===== src/rtl/axi_lite_cmd_master.sv =====
// AXI-lite command master: turns single-cycle read/write commands into AR/R or
// AW/W handshakes with a per-phase timeout. Every output is driven from a register.
module axi_lite_cmd_master #(
  parameter int ADDR_W  = 4,
  parameter int DATA_W  = 4,
  parameter int TIMEOUT = 15
) (
  input  logic              clk,
  input  logic              rst,
  input  logic              cmd_valid,
  output logic              cmd_ready,
  input  logic              cmd_write,
  input  logic [ADDR_W-1:0] cmd_addr,
  input  logic [DATA_W-1:0] cmd_wdata,
  output logic              m_arvalid,
  output logic [ADDR_W-1:0] m_araddr,
  input  logic              m_arready,
  input  logic              m_rvalid,
  input  logic [DATA_W-1:0] m_rdata,
  output logic              m_rready,
  output logic              m_awvalid,
  output logic [ADDR_W-1:0] m_awaddr,
  input  logic              m_awready,
  output logic              m_wvalid,
  output logic [DATA_W-1:0] m_wdata,
  input  logic              m_wready,
  output logic              rsp_valid,
  output logic [DATA_W-1:0] rsp_data,
  output logic              rsp_err
);

  localparam logic [7:0] TO_LIMIT = 8'(TIMEOUT);

  typedef enum logic [2:0] {IDLE, RD_ADDR, RD_DATA, WR, RESP} state_t;

  state_t              state, state_n;
  logic [7:0]          cnt, cnt_n, cnt_inc;
  logic                timeout_hit;
  logic                aw_done, aw_done_n, w_done, w_done_n;
  logic                aw_hs, w_hs;

  logic                cmd_ready_n;
  logic                arvalid_n, rready_n, awvalid_n, wvalid_n;
  logic [ADDR_W-1:0]   araddr_n, awaddr_n;
  logic [DATA_W-1:0]   wdata_n, rsp_data_n;
  logic                rsp_valid_n, rsp_err_n;

  assign cnt_inc     = cnt + 8'd1;
  assign timeout_hit = (cnt_inc == TO_LIMIT);

  // Outputs are computed one cycle ahead and registered, so every branch below
  // describes what the bus sees in the following cycle.
  always_comb begin
    state_n     = state;
    cnt_n       = cnt;
    aw_done_n   = aw_done;
    w_done_n    = w_done;
    cmd_ready_n = 1'b0;
    arvalid_n   = m_arvalid;
    araddr_n    = m_araddr;
    rready_n    = m_rready;
    awvalid_n   = m_awvalid;
    awaddr_n    = m_awaddr;
    wvalid_n    = m_wvalid;
    wdata_n     = m_wdata;
    rsp_valid_n = 1'b0;
    rsp_data_n  = rsp_data;
    rsp_err_n   = rsp_err;
    aw_hs       = m_awvalid && m_awready;
    w_hs        = m_wvalid && m_wready;

    unique case (state)
      IDLE: begin
        cnt_n       = '0;
        cmd_ready_n = 1'b1;
        if (cmd_valid && cmd_ready) begin
          cmd_ready_n = 1'b0;
          if (cmd_write) begin
            awaddr_n  = cmd_addr;
            wdata_n   = cmd_wdata;
            awvalid_n = 1'b1;
            wvalid_n  = 1'b1;
            aw_done_n = 1'b0;
            w_done_n  = 1'b0;
            state_n   = WR;
          end else begin
            araddr_n  = cmd_addr;
            arvalid_n = 1'b1;
            state_n   = RD_ADDR;
          end
        end
      end

      RD_ADDR: begin
        if (m_arvalid && m_arready) begin
          arvalid_n = 1'b0;
          rready_n  = 1'b1;
          cnt_n     = '0;
          state_n   = RD_DATA;
        end else if (timeout_hit) begin
          arvalid_n   = 1'b0;
          rsp_valid_n = 1'b1;
          rsp_err_n   = 1'b1;
          rsp_data_n  = '0;
          state_n     = RESP;
        end else begin
          cnt_n = cnt_inc;
        end
      end

      RD_DATA: begin
        if (m_rvalid && m_rready) begin
          rready_n    = 1'b0;
          rsp_valid_n = 1'b1;
          rsp_err_n   = 1'b0;
          rsp_data_n  = m_rdata;
          state_n     = RESP;
        end else if (timeout_hit) begin
          rready_n    = 1'b0;
          rsp_valid_n = 1'b1;
          rsp_err_n   = 1'b1;
          rsp_data_n  = '0;
          state_n     = RESP;
        end else begin
          cnt_n = cnt_inc;
        end
      end

      WR: begin
        aw_done_n = aw_done || aw_hs;
        w_done_n  = w_done || w_hs;
        awvalid_n = m_awvalid && !aw_hs;
        wvalid_n  = m_wvalid && !w_hs;
        if (aw_done_n && w_done_n) begin
          rsp_valid_n = 1'b1;
          rsp_err_n   = 1'b0;
          rsp_data_n  = '0;
          state_n     = RESP;
        end else if (timeout_hit) begin
          awvalid_n   = 1'b0;
          wvalid_n    = 1'b0;
          rsp_valid_n = 1'b1;
          rsp_err_n   = 1'b1;
          rsp_data_n  = '0;
          state_n     = RESP;
        end else begin
          cnt_n = cnt_inc;
        end
      end

      RESP: begin
        cnt_n       = '0;
        cmd_ready_n = 1'b1;
        state_n     = IDLE;
      end

      default: state_n = IDLE;
    endcase
  end

  always_ff @(posedge clk) begin
    if (rst) begin
      state     <= IDLE;
      cnt       <= '0;
      aw_done   <= 1'b0;
      w_done    <= 1'b0;
      cmd_ready <= 1'b0;
      m_arvalid <= 1'b0;
      m_araddr  <= '0;
      m_rready  <= 1'b0;
      m_awvalid <= 1'b0;
      m_awaddr  <= '0;
      m_wvalid  <= 1'b0;
      m_wdata   <= '0;
      rsp_valid <= 1'b0;
      rsp_data  <= '0;
      rsp_err   <= 1'b0;
    end else begin
      state     <= state_n;
      cnt       <= cnt_n;
      aw_done   <= aw_done_n;
      w_done    <= w_done_n;
      cmd_ready <= cmd_ready_n;
      m_arvalid <= arvalid_n;
      m_araddr  <= araddr_n;
      m_rready  <= rready_n;
      m_awvalid <= awvalid_n;
      m_awaddr  <= awaddr_n;
      m_wvalid  <= wvalid_n;
      m_wdata   <= wdata_n;
      rsp_valid <= rsp_valid_n;
      rsp_data  <= rsp_data_n;
      rsp_err   <= rsp_err_n;
    end
  end

endmodule


===== config.mk =====
export PLATFORM = sky130hd
export DESIGN_NAME = axi_lite_cmd_master
export DESIGN_NICKNAME = d
export VERILOG_FILES = /design/src/rtl/axi_lite_cmd_master.sv
export SDC_FILE = /design/constraint.sdc
export NUM_CORES = 1
export LEC_CHECK = 0
export ABC_AREA = 1
export CORE_MARGIN = 2
export CORE_UTILIZATION = 49
export CTS_CLUSTER_SIZE = 14
export DETAILED_ROUTE_END_ITERATION = 10
export GPL_ROUTABILITY_DRIVEN = 0
export PLACE_DENSITY = 0.83
export SYNTH_ARGS = -nofsm -noshare
export SYNTH_HDL_FRONTEND = slang
export SYNTH_SLANG_ARGS = --single-unit

===== constraint.sdc =====
create_clock -name clk -period 2.3 [get_ports clk]
set_clock_uncertainty 0.2 [all_clocks]
set_input_delay 0.345 -clock clk [delete_from_list [all_inputs] [get_ports clk]]
set_output_delay 0.345 -clock clk [all_outputs]
set_load 0.02 [all_outputs]

After elaboration in Yosys (flattened, before gate mapping)
Cells that the tools add are included.

Add/sub/neg operators: 1. Equal/unequal tests: 14. Muxes and demuxes: 49. Bitwise gates (word level): 1. Reduce and logical (&&, ||, !) cells: 26.

Operator list (number): two-way mux 8 bit (4); case mux 8 bit (4 select lines) (1); two-way mux 1 bit (23); two-way mux 4 bit (4); two-way mux 3 bit (5); AND reduction 3 bit (5); != test 2 bit, second input constant (7); case mux 1 bit (2 select lines) (7); case mux 3 bit (4 select lines) (1); case mux 4 bit (3 select lines) (1); adder 8 x 1 -> 8 bit, second input constant (1); equality test 8 x 4 -> 1 bit, second input constant (1); logical AND 1 bit (8); equality test 3 x 2 -> 1 bit, second input constant (2); != test 3 bit, second input constant (2); case mux 1 bit (3 select lines) (2); nonzero test 2 bit (3); AND reduction 4 bit (1); nonzero test 4 bit (1); equality test 3 x 1 -> 1 bit, second input constant (1); equality test 3 bit, second input constant (1); logical NOT 3 bit (1); nonzero test 3 bit (1); logical NOT 1 bit (2); other kinds (5) (6).

Flip-flop bits (word level): 36. Output and inout port bits: 23.

Longest topological paths before layout
Depth after elaboration: 6. Mapped depth: 12. Gate-level depth less buffers: 12.

Least setup slack after synthesis
No wires, ideal clock.

Path type: reg2reg. From: reg cnt[0]. To: reg state[0]. Library setup time: 109 ps. Data arrival time: 1448 ps. Data required time: 1991 ps. Setup slack: 543 ps. Cell stages (with the launch flop): 13. Buffers on the path: 1. Period minus slack after synthesis: 1757 ps. Cells stage by stage: dfxtp_1 ha_1 nand2_1 inv_1 nor2_1 nand3_1 nor2_2 nand3_4 buf_6 nand3_2 nand3b_1 nand2_1 inv_1.

Longest elaborated chain between the ends: 5.

RTL lines: start, declared (line 37) `logic [7:0] cnt, cnt_n, cnt_inc;`; start signal, assigned (line 180) `cnt <= cnt_n;`; adder 8 x 1 -> 8 bit * (line 48) `assign cnt_inc = cnt + 8'd1;`; equality test 8 x 4 -> 1 bit * (line 49) `assign timeout_hit = (cnt_inc == TO_LIMIT);`; two-way mux 3 bit *; two-way mux 3 bit, on equally long branches; case mux 3 bit (4 select lines) *; end signal, assigned (line 179) `state <= state_n;`; end, declared (line 36) `state_t state, state_n;`.

Mark *: on every way between the ends. The rest lies on a longest branch, timed or not. A chain may end at the register's enable or synchronous reset.

Worst setup path after layout
From: reg cnt[0]. To: reg cnt[5].

Longest elaborated chain between the ends: 5.

RTL lines: adder 8 x 1 -> 8 bit * (line 48); equality test 8 x 4 -> 1 bit (line 49); two-way mux 8 bit * (line 100, 118, 139); two-way mux 8 bit, on equally long branches (line 134, 112, 95); case mux 8 bit (4 select lines) * (line 72) `unique case (state)`.

Mark *: on every way between the ends. The rest lies on a longest branch, timed or not. The select of a mux whose other input is x is not followed.

==> results.rst <==
.. list-table::
   :header-rows: 1

   * - Metric
     - Value
   * - Status
     - finished, final reports clean
   * - Remaining Overflow, GRT
     - 0
   * - Ant. Diodes
     - 0
   * - Leakage
     - 0.00100 uW
   * - Total die area
     - 4150 sq um
   * - Number of enable flip-flop cells after synthesis
     - 0
   * - Y dimension of the die
     - 64.4 um
   * - Number of setup buffers added after CTS
     - 0
   * - Total vias in the final route
     - 1710
   * - Internal power
     - 1030 uW
   * - Cts bufs inserted
     - 5
   * - Nature of the critical path endpoint
     - flop
   * - Hold endpoint
     - rsp_err$_SDFFE_PP0P_
   * - Max Transition Viols Final
     - 0
   * - R2r setup slk
     - 0.28 ns
   * - Max Root-Sink Buffers
     - 2
   * - Io pins
     - 43
   * - Arr. time, crit path
     - 2.05 ns
   * - Area contributors post-synth
     - dfxtp_1, nor2_1, nand2_1, o21ai_0, inv_1
   * - Number of violations of the max-capacitance limit
     - 0
   * - Cts repair resizes
     - 0
   * - Max VDD drop
     - 472 uV
   * - P&R area growth vs syn
     - 31.4%
   * - # DRC
     - 0
   * - Fraction of power consumed by combinational cells
     - 22.4%
   * - Share of the yosys chip area belonging to registers
     - 40.3%
   * - Final non-filler cell area
     - 2350 sq um
   * - Hold bufs inserted after CTS
     - 0
   * - Pin count of the biggest net entering global routing
     - 20
   * - Critical hold path startpoint
     - rsp_err$_SDFFE_PP0P_
   * - Largest family of logic cells by synthesized area
     - simple AND/OR/NAND/NOR gates
   * - Power per cell area
     - 619 nW/um^2
   * - Instance area after placement
     - 2270 sq um
   * - Detailed-route wire length per cell
     - 11.4 um
   * - Number of stages on the worst hold path
     - 2
   * - Detailed-router iteration count before antenna repair
     - 4
   * - Critical path fanouts, max
     - 13
   * - Shortest clock period the worst path allows after layout
     - 2.02 ns
   * - Number of global-route vias before repair
     - 1570
   * - Compound-gate portion of the synthesized area
     - 14.6%
   * - Clock transition at the register clock pins on the worst setup and hold paths after CTS
     - 0.10 ns
   * - Tightest Hold Check Type
     - reg2reg
   * - Net Sw Frac
     - 29.3%
   * - Count of final setup violators
     - 0
   * - Setup ws final
     - 0.284 ns
   * - Gate count after technology mapping
     - 251
   * - Mean area per synthesized cell
     - 7.12 sq um
   * - Primary FF master, synth
     - dfxtp_1
   * - Worst reg-to-reg path cell count
     - 11
   * - Psw
     - 426 uW
   * - Detailed router's first-iteration violation count
     - 127
   * - CTS tree
     - yes
   * - Least-Margin Pin Slew
     - 0.486 ns
   * - Achievable frequency
     - 0.496 GHz
   * - Proportion of synthesized area in mux cells
     - 0%
   * - Net count after synthesis
     - 273
   * - Horizontal extent of the die
     - 64.4 um
   * - Global-route usage over all layers
     - 21.8%
   * - Post-route fraction of the period consumed by the critical path
     - 87.7%
   * - Biggest area consumer among synthesized cells
     - dfxtp_1
   * - Synth unique cells
     - 32
   * - Adder-Cell Fraction of Synth Area
     - 1.40%
   * - Yosys synthesis warning count
     - 0
   * - Critical path required time
     - 2.34 ns
   * - Setup repair after global routing missed its margin
     - no
   * - Total Negative Setup Slacks
     - 0 ns
   * - Clock share of power
     - 30.0%
   * - Floorplan row count
     - 21
   * - Start of the worst register-to-register path
     - cnt[0]$_SDFFE_PP0P_
   * - Xor-xnor portion of the synthesized cell area
     - 1.54%
   * - Clock latency reported for the late side of the worst-skew pair
     - 0.35 ns
   * - Wire length after detailed routing
     - 3970 um
   * - H-tree depth reported by CTS
     - 2
   * - Initial antenna violation count
     - 0
   * - Reg-to-reg critical path endpoint
     - cnt[5]$_SDFFE_PP0P_
   * - Net count, final
     - 322
   * - Initial cell density of the core
     - 52.3%
   * - Fill cell count
     - 296
   * - Most frequent cells after synthesis
     - nor2_1, nand2_1, dfxtp_1
   * - Fin Hold WS
     - 0.255 ns
   * - Element type at the critical path start
     - flop
   * - Buffer type at the clock tree root
     - clkbuf_4
   * - Area fraction in and, or, nand and nor cells after synthesis
     - 35.4%
   * - Relative contribution of sequential cells to total power
     - 47.7%
   * - Cell Area, Synth
     - 1790 sq um
   * - Worst setup slack before clock tree synthesis
     - 0.121 ns
   * - Post-DR vias/cell
     - 4.93
   * - Share of layout cells above drive strength 1
     - 11.6%
   * - Std-Cell Core Area
     - 3420 sq um
   * - Fraction of registers with async set or reset after synthesis
     - 0%
   * - Antenna-violating nets left
     - 0
   * - Num Clock Sinks
     - 36
   * - Share of the synthesized area in the top cell type
     - 40.3%
   * - Half-perimeter wire length of the detailed placement result
     - 3070 um
   * - Number of endpoints with negative hold slack in the final report
     - 0
   * - Port Buffer Count
     - 42
   * - Wire length of the first global-routing pass
     - 6970 um
   * - Total power consumption of the routed design
     - 1450 uW
   * - Seq cells post-synth
     - 36
   * - Most frequently used cell type in the post-synthesis netlist
     - nor2_1
   * - Worst slew slack as a fraction of its limit
     - 67.4%
   * - Critical path start-end classification
     - reg2reg
[worst max-delay path by stage]
stage | start | to | slack [ns] | cells after the start
2_1_floorplan | cnt[0]$_SDFFE_PP0P_ | state[0]$_SDFFE_PP0N_ | 0.54 | 12
3_3_place_gp | m_rvalid | cnt[4]$_SDFFE_PP0P_ | 0.20 | 9
3_5_place_dp | m_awready | cnt[5]$_SDFFE_PP0P_ | 0.12 | 10
4_1_cts | cnt[1]$_SDFFE_PP0P_ | cnt[5]$_SDFFE_PP0P_ | 0.23 | 10
5_1_grt | cnt[1]$_SDFFE_PP0P_ | cnt[4]$_SDFFE_PP0P_ | 0.004 | 10
6_report | cnt[0]$_SDFFE_PP0P_ | cnt[5]$_SDFFE_PP0P_ | 0.28 | 11
[metrics by stage]
step                cells  util (%)
detailed placement    339      66.4
floorplan             251         -
global route          347      68.7
finish                347      68.7
CTS                   347      68.6
global placement      339      66.4
[cell usage in the layout (no fill, tap or decap), types with 2 or more instances in the layout]
master	Yosys	final
nor2_1	49	49
nand2_2	7	8
nor3_1	3	3
inv_1	23	23
clkdlybuf4s50_1	0	42
o21ai_1	3	3
nor2_2	4	4
dfxtp_1	36	36
buf_4	0	3
ha_1	2	2
o21ai_0	23	23
nand3_1	16	16
nor2_4	2	2
inv_2	3	3
clkbuf_4	0	5
a21o_1	2	2
nand2_1	45	44
nand3_2	2	2
a21oi_1	15	15
[power by group through the flow]
stage          Combinational (uW)  Sequential, uW  Clock [uW]
2_1_floorplan                 158             735           0
3_3_place_gp                  320             705           0
3_5_place_dp                  324             705           0
4_1_cts                       325             692         444
5_1_grt                       362             698         474
6_report                      325             693         435
[sequential cells by signal, summed over array words and instances, names as in the netlist]
| register | flops |
|---|---|
| aw_done | 1 |
| state | 3 |
| m_araddr | 4 |
| m_awaddr | 4 |
| m_awvalid | 1 |
| m_rready | 1 |
| rsp_err | 1 |
| m_wdata | 4 |
| m_wvalid | 1 |
| rsp_valid | 1 |
| w_done | 1 |
| cmd_ready | 1 |
| rsp_data | 4 |
| m_arvalid | 1 |
| cnt | 8 |
[area by class of cell]
class | instances | area, sq um | area share, %
Multi-Input combinational cell | 185 | 948 | 40.4
Sequential cell | 36 | 721 | 30.7
Timing Repair Buffer | 45 | 443 | 18.9
Inverter | 27 | 101 | 4.32
Tap cell | 46 | 57.6 | 2.45
Clock buffer | 6 | 41.3 | 1.76
Clock inverter | 2 | 35.0 | 1.49
[cell families after synthesis]
| group | Yosys count |
|---|---|
| simple gates | 134 |
| flops | 36 |
| compound gates | 48 |
| xor+xnor | 1 |
| fa+ha+maj | 2 |
| buf+inv | 30 |
[critical path, cell delays in order, from the launching register on]
cell and delay [ns]:
dfxtp_1 0.36, ha_1 0.25, nand2_1 0.08, inv_1 0.05
nor2_1 0.15, nand3_1 0.11, nor2_2 0.18, nand3_4 0.19
nand2_2 0.15, nand2_1 0.05, o21ai_0 0.07, nor2_1 0.06
[routing by layer]
| metal | up-vias | wire [um] | track usage, % |
|---|---|---|---|
| li1 | 904 | - | - |
| met1 | 755 | 1840 | 27.9 |
| met2 | 46 | 1780 | 34.6 |
| met3 | 5 | 297 | 7.57 |
| met4 | 0 | 46 | 6.38 |
| met5 | - | 0 | 0 |
No activity file was read; power rests on OpenSTA's default activity.
